[src/rtl/instr_stream_driver.sv]
// Issues single-cycle steps to an 8-bit wrap/reload counter and checks its returned state against a shadow model.
// Latency: first step one cycle after command accept; done pulse two cycles after the last step.
// Backpressure: command ready only while idle; the step interface has no backpressure.
module instr_stream_driver #(
    parameter int DATA_W = 8,
    parameter int CNT_W  = 16,
    parameter int GAP_W  = 4
) (
    input  logic              clk,
    input  logic              reset,
    input  logic              cmd_valid_i,
    output logic              cmd_ready_o,
    input  logic [CNT_W-1:0]  cmd_count_i,
    input  logic [DATA_W-1:0] cmd_seed_i,
    input  logic [GAP_W-1:0]  cmd_gap_i,
    input  logic [DATA_W-1:0] state_in_i,
    output logic              instr_valid_o,
    output logic [DATA_W-1:0] data_in_o,
    output logic              busy_o,
    output logic              done_o,
    output logic              mismatch_o,
    output logic [CNT_W-1:0]  err_cnt_o
);

    typedef enum logic [2:0] {
        S_IDLE,
        S_ISSUE,
        S_GAP,
        S_DRAIN,
        S_DONE
    } state_t;

    state_t             state_q;
    state_t             state_d;
    logic [CNT_W-1:0]   rem_q;
    logic [DATA_W-1:0]  seed_q;
    logic [GAP_W-1:0]   gap_q;
    logic [GAP_W-1:0]   gap_cnt_q;
    logic [DATA_W-1:0]  exp_q;
    logic               chk_q;
    logic               mismatch_q;
    logic [CNT_W-1:0]   err_q;
    logic               accept;

    // Ready is forced low during reset so nothing is accepted in that cycle.
    assign cmd_ready_o   = (state_q == S_IDLE) && !reset;
    assign accept        = cmd_valid_i && cmd_ready_o;
    // Step strobe is gated by reset so an in-flight step is cut off immediately.
    assign instr_valid_o = (state_q == S_ISSUE) && !reset;
    assign busy_o        = (state_q != S_IDLE);
    assign done_o        = (state_q == S_DONE);
    assign data_in_o     = busy_o ? seed_q : '0;
    assign mismatch_o    = mismatch_q;
    assign err_cnt_o     = err_q;

    // State register.
    always_ff @(posedge clk) begin
        if (reset) begin
            state_q <= S_IDLE;
        end else begin
            state_q <= state_d;
        end
    end

    // Next-state decode.
    always_comb begin
        state_d = state_q;
        case (state_q)
            S_IDLE: begin
                if (accept) begin
                    state_d = (cmd_count_i == '0) ? S_DONE : S_ISSUE;
                end
            end
            S_ISSUE: begin
                if (rem_q == CNT_W'(1)) begin
                    state_d = S_DRAIN;
                end else if (gap_q == '0) begin
                    state_d = S_ISSUE;
                end else begin
                    state_d = S_GAP;
                end
            end
            S_GAP: begin
                // gap_cnt_q starts at gap_q (>= 1), so this yields exactly gap_q idle cycles.
                if (gap_cnt_q == GAP_W'(1)) begin
                    state_d = S_ISSUE;
                end
            end
            S_DRAIN: state_d = S_DONE;
            S_DONE:  state_d = S_IDLE;
            default: state_d = S_IDLE;
        endcase
    end

    // Command latch, remaining-step counter, gap timer and shadow counter model.
    always_ff @(posedge clk) begin
        if (reset) begin
            rem_q     <= '0;
            seed_q    <= '0;
            gap_q     <= '0;
            gap_cnt_q <= '0;
            exp_q     <= '0;
        end else begin
            case (state_q)
                S_IDLE: begin
                    if (accept) begin
                        rem_q  <= cmd_count_i;
                        seed_q <= cmd_seed_i;
                        gap_q  <= cmd_gap_i;
                        exp_q  <= state_in_i;
                    end
                end
                S_ISSUE: begin
                    rem_q     <= rem_q - CNT_W'(1);
                    gap_cnt_q <= gap_q;
                    exp_q     <= (exp_q == {DATA_W{1'b1}}) ? seed_q : exp_q + DATA_W'(1);
                end
                S_GAP: begin
                    gap_cnt_q <= gap_cnt_q - GAP_W'(1);
                end
                default: ;
            endcase
        end
    end

    // Check the returned counter state one cycle after each step; flags clear on accept.
    always_ff @(posedge clk) begin
        if (reset) begin
            chk_q      <= 1'b0;
            mismatch_q <= 1'b0;
            err_q      <= '0;
        end else begin
            chk_q <= (state_q == S_ISSUE);
            if (accept) begin
                mismatch_q <= 1'b0;
                err_q      <= '0;
            end else if (chk_q && (state_in_i != exp_q)) begin
                mismatch_q <= 1'b1;
                if (err_q != {CNT_W{1'b1}}) begin
                    err_q <= err_q + CNT_W'(1);
                end
            end
        end
    end

endmodule

[config.mk]
export PLATFORM = sky130hd
export DESIGN_NAME = instr_stream_driver
export DESIGN_NICKNAME = d
export VERILOG_FILES = /design/src/rtl/instr_stream_driver.sv
export SDC_FILE = /design/constraint.sdc
export NUM_CORES = 1
export LEC_CHECK = 0
export CAP_MARGIN = 30
export CORE_UTILIZATION = 33
export DETAILED_ROUTE_END_ITERATION = 8
export GPL_ROUTABILITY_DRIVEN = 1
export MAX_ROUTING_LAYER = met4
export PLACE_DENSITY = 0.63
export SLEW_MARGIN = 15
export SYNTH_ARGS = -nofsm -noshare
export SYNTH_HDL_FRONTEND = slang
export SYNTH_SLANG_ARGS = --single-unit
export TNS_END_PERCENT = 1
[constraint.sdc]
create_clock -name clk -period 1.8 [get_ports clk]
set_input_delay 0.27 -clock clk [delete_from_list [all_inputs] [get_ports clk]]
set_output_delay 0.27 -clock clk [all_outputs]
set_load 0.02 [all_outputs]
After elaboration in Yosys (flattened, before gate mapping):

Cells that the tools add are included.

* bits in registers: 61
* bits of input ports: 39
* output and inout port bits: 29

* add/subtract/negate cells: 4
* eq/ne operators: 11
* mux-type cells: 13
* reduce and logical (&&, ||, !) cells: 16

Operator list (number)
* $pmux W16 S2: 1
* $mux W8: 3
* $add A16 B1 Y16 const B: 1
* $eq A16 B1 Y1 const B: 1
* $logic_not A16 Y1: 1
* $mux W16: 1
* $ne A16 B16 Y1 const B: 1
* $pmux W8 S2: 1
* $sub A16 B1 Y16 const B: 1
* $pmux W3 S4: 1
* $mux W3: 3
* $add A8 B1 Y8 const B: 1
* $eq A8 B8 Y1 const B: 1
* $ne A8 B8 Y1: 1
* $pmux W4 S2: 1
* $reduce_and A2 Y1: 4
* $eq A3 B2 Y1 const B: 2
* $eq A4 B1 Y1 const B: 1
* $logic_and A1 B1 Y1: 4
* $logic_not A4 Y1: 1
* $mux W2: 2
* $ne A2 B2 Y1 const B: 2
* $reduce_bool A2 Y1: 2
* $sub A4 B1 Y4 const B: 1
* 6 further kinds: 6

Longest topological paths before layout:

* depth in word-level cells: 5
* depth in mapped cells: 8
* depth with buffers taken out: 7

Worst setup path after synthesis:

No wires, ideal clock.

* path type: flip-flop to flip-flop
* start: register err_q[0] (netlist: err_cnt_o[0])
* end: register err_q[2] (netlist: err_cnt_o[2])
* setup time: 0.116 ns
* arrival: 1.876 ns
* required time: 1.684 ns
* setup slack: -0.193 ns
* cell stages (with the launch flop): 8
* buffers on the path: 1
* cells stage by stage: dfxtp_1 > ha_1 > nand2_1 > nor4_1 > and2_1 > buf_2 > nor2_1 > a31o_2

* cells in the longest elaborated chain, start to end: 2

RTL lines
* from (decl): line 42 `logic [CNT_W-1:0] err_q;`
* from (signal assigned): line 140 `err_q <= err_q + CNT_W'(1);`
* parallel branches: the longest is 2 deep, another holds $add A16 B1 Y16

Parallel ways; which one is timed is not known.
A chain may end at the register's enable or synchronous reset.

Worst setup path after layout:

* start: register err_q[9] (netlist: err_cnt_o[9])
* end: register err_q[15] (netlist: err_cnt_o[15])

Same word-level chain as after synthesis.

==> results.toml <==
[worst_hold_path]
worstHoldPathCells = 3
hold_path.class = "in -> reg"
holdCritStartpoint = "reset"
hold_path_end = "err_cnt_o[10]"

[place]
gp_congestion = 0.920
place_inst = 681
dpl.hpwl_um = 7420
io_buffer_count = 67

[die]
die_area_mm2 = 0.0107
start_util_pct = 34.3
die_y_um = 103
placementRows = 36
core-area_mm2 = 0.00986
io_pins = 68
die_w_um = 103

[layout]
finalNonFillerCells = 697
syn_to_final_growth_pct = 46.6
final_cell_mix = "buf_4, nand2_1, clkdlybuf4s50_1, dfxtp_1, a21oi_1"
diodes = 0
layout_commonest_cell = "buf_4"
nNetsFinal = 604
layout-drive-gt1-share_pct = 25.0
fillCellCount = 964

[critical_path]
critPathMaxFanout = 4
crit_path_start_kind = "flop"
slowest_delay_ps = 520
critPathBufInv = 0
cpMostUsedCell = "or4_1"
r2r_end = "err_cnt_o[15]"
cp.arrival_ps = 2070
cp-end-kind = "flop"
cp_top_family = "simple AND/OR/NAND/NOR gates"
criticalPathCategory = "reg -> reg"
slowest_stage = "or4_1"
r2r_cells = 5
r2r-start = "err_cnt_o[9]"
rrSetupSlack_ps = -3
cp_cell_sequence = "and4_4 -> nand2_1 -> or4_1 -> or4_1 -> a21oi_1"
worst_ep_required_time_ps = 2070

[synthesis]
synthDistinctLibCells = 62
synth_area_leaders = "dfxtp_1, nand2_1, a21oi_1"
yosysTopAreaCellShare_pct = 36.1
ys_ff_latch = 61
synth_fp_nets = 473
synthFlopType = "dfxtp_1"
seq_area_frac_synth_pct = 36.1
yosys.area.top_type = "dfxtp_1"
async_flop_share_pct = 0
synth-edff-count = 0
avgSynthCellArea_um2 = 7.91
netlist_instances = 428
yosys_warnings = 0
syn_area_mm2 = 0.00339

[clocking]
hold_buffers = 0
cts_htree_levels = 3
cts_buffer_depth = 2
cts_tree = "done"
cts.sinks = 61
cts-root-buf = "clkbuf_8"
post-cts-setup-buffers = 0
cts_buffers = 9
path_clk_slew_ps = 60
clk_latency_ps = 340

[timing]
fin_setup_tns_ps = -3.07
finClkSkew_ps = 12.1
finalCritPeriodShare_pct = 100
finalCriticalPeriod_ps = 1800
rsz0062_at_grt = "yes"
setup_ws_ps = -3.07
setup_viol_count_final = 1
max_freq_mhz = 555
hold_viol = 0
slew_viol_final = 0
worst_pin_slew_ps = 475
hold_ws_ps = 438
slew_headroom_pct = 68.0

[routing]
vias = 3677
antenna_left = 0
avgViaCountPerCell = 5.28
firstDrtPassIters = 5
drc_errors = 0
drt-initial-drc-count = 200
wire_per_inst_um = 14.2
wirelength_um = 9900

[grt]
grt_pass1_vias = 3449
grt_pass1_wl_um = 16400
grt_start_max_net_pins = 21
grt_util_all_layers_pct = 20.4
antenna_found_initial = 0
use_met1_pct = 25.1
gr-total-overflow = 0
top_usage_layer = "met2"
use_met2_pct = 33.2
met3_usage_pct = 3.49

[run_status]
status = "complete, but fails checks"
violations = "setup timing"

[flow_run]
cap_violations = 0

[power_and_ir_drop]
p_leak_nw = 1.92
max-vdd-ir-drop_v = 0.000578
powerDensity_mw_per_mm2 = 1010
[sequential cells by signal (all words and copies together) (netlist names)]
register / cells
err_cnt_o: 16
rem_q: 16
exp_q: 8
seed_q: 8
gap_cnt_q: 4
gap_q: 4
state_q: 3
chk_q: 1
mismatch_o: 1
[through the flow]
stage / utilization [%] / area, um^2 / setup WS (ps) / total power [W]
2_1_floorplan: - / 3410 / 3.43 / 0.00271
4_1_cts: 49.9 / 4920 / 1.16 / 0.00496
3_3_place_gp: 47.8 / 4720 / -315 / 0.00342
3_5_place_dp: 47.8 / 4720 / -382 / 0.00345
5_1_grt: 50.3 / 4960 / -94.6 / 0.00530
6_report: 50.3 / 4960 / -3.07 / 0.00500
[power breakdown]
part | leakage (nW) | total [W] | switching [W] | internal [W]
clock | 0.121 | 0.00151 | 0.000555 | 0.000958
sequential | 0.504 | 0.00172 | 0.000181 | 0.00154
combinational | 1.30 | 0.00177 | 0.000927 | 0.000842
[logic make-up (layout without fill, tap and decap cells)]
kind of cell | after synthesis | in the layout | synth area share (%)
AOI/OAI and AO/OA | 102 | 102 | 19.9
adders and majority gates | 6 | 6 | 2.22
and+or+nand+nor | 206 | 206 | 32.4
xor gates and xnor gates | 12 | 12 | 3.10
DFF | 61 | 61 | 36.1
buffers and inverters | 35 | 171 | 4.47
muxes | 6 | 6 | 1.81
[layout make-up]
cell class	count	area, um^2	area share [%]
inverter	10	37.5	0.756
timing repair buffer	145	1210	24.3
clock inverter	4	95.1	1.92
tap	133	166	3.35
multi-input combinational	332	2070	41.8
clock buffer	12	145	2.92
sequential	61	1240	25.0
[worst max path at each step]
stage / startpoint / end / slack [ps] / depth (start not counted)
3_5_place_dp: cmd_valid_i / exp_q[2] / -380 / 6
2_1_floorplan: err_cnt_o[5] / err_cnt_o[15] / 3 / 5
5_1_grt: err_cnt_o[9] / err_cnt_o[15] / -90 / 5
3_3_place_gp: cmd_valid_i / exp_q[2] / -320 / 6
4_1_cts: err_cnt_o[0] / err_cnt_o[15] / 1 / 6
6_report: err_cnt_o[9] / err_cnt_o[15] / -3 / 5
[layer usage]
layer | share of wire (%) | up-vias
met1 | 47 | 1728
met4 | 1.7 | 0
met3 | 4.1 | 13
li1 | - | 1837
met2 | 47 | 99
met5 | 0 | -
[worst register-to-register path: cells and delay by family (launching register included)]
kind	cells	cell delay, ps
AND/OR/NAND/NOR	4	1250
flip-flops	1	360
AO/OA/AOI/OAI	1	140
[synth_stat cells, types with 4 or more instances]
| library cell | n |
|---|---|
| nand3b_1 | 12 |
| mux2i_1 | 5 |
| xnor2_1 | 9 |
| nor2_1 | 32 |
| clkbuf_1 | 14 |
| and2_1 | 10 |
| o21ai_0 | 15 |
| a211oi_1 | 4 |
| ha_1 | 6 |
| o31ai_1 | 8 |
| nor3_1 | 12 |
| buf_2 | 10 |
| nor4_1 | 7 |
| nand4_1 | 6 |
| nand3_1 | 17 |
| or4_1 | 11 |
| or3_1 | 10 |
| inv_1 | 10 |
| dfxtp_1 | 61 |
| a31oi_1 | 8 |
| nand2_1 | 64 |
| a311oi_1 | 4 |
| a21oi_1 | 32 |
[repair_timing]
item | in CTS | in global routing
setup endpoints to repair | 14 | 27
pin swaps | 3 | 2
gates resized for setup | 44 | 18
Power figures use the tool's default switching activity.
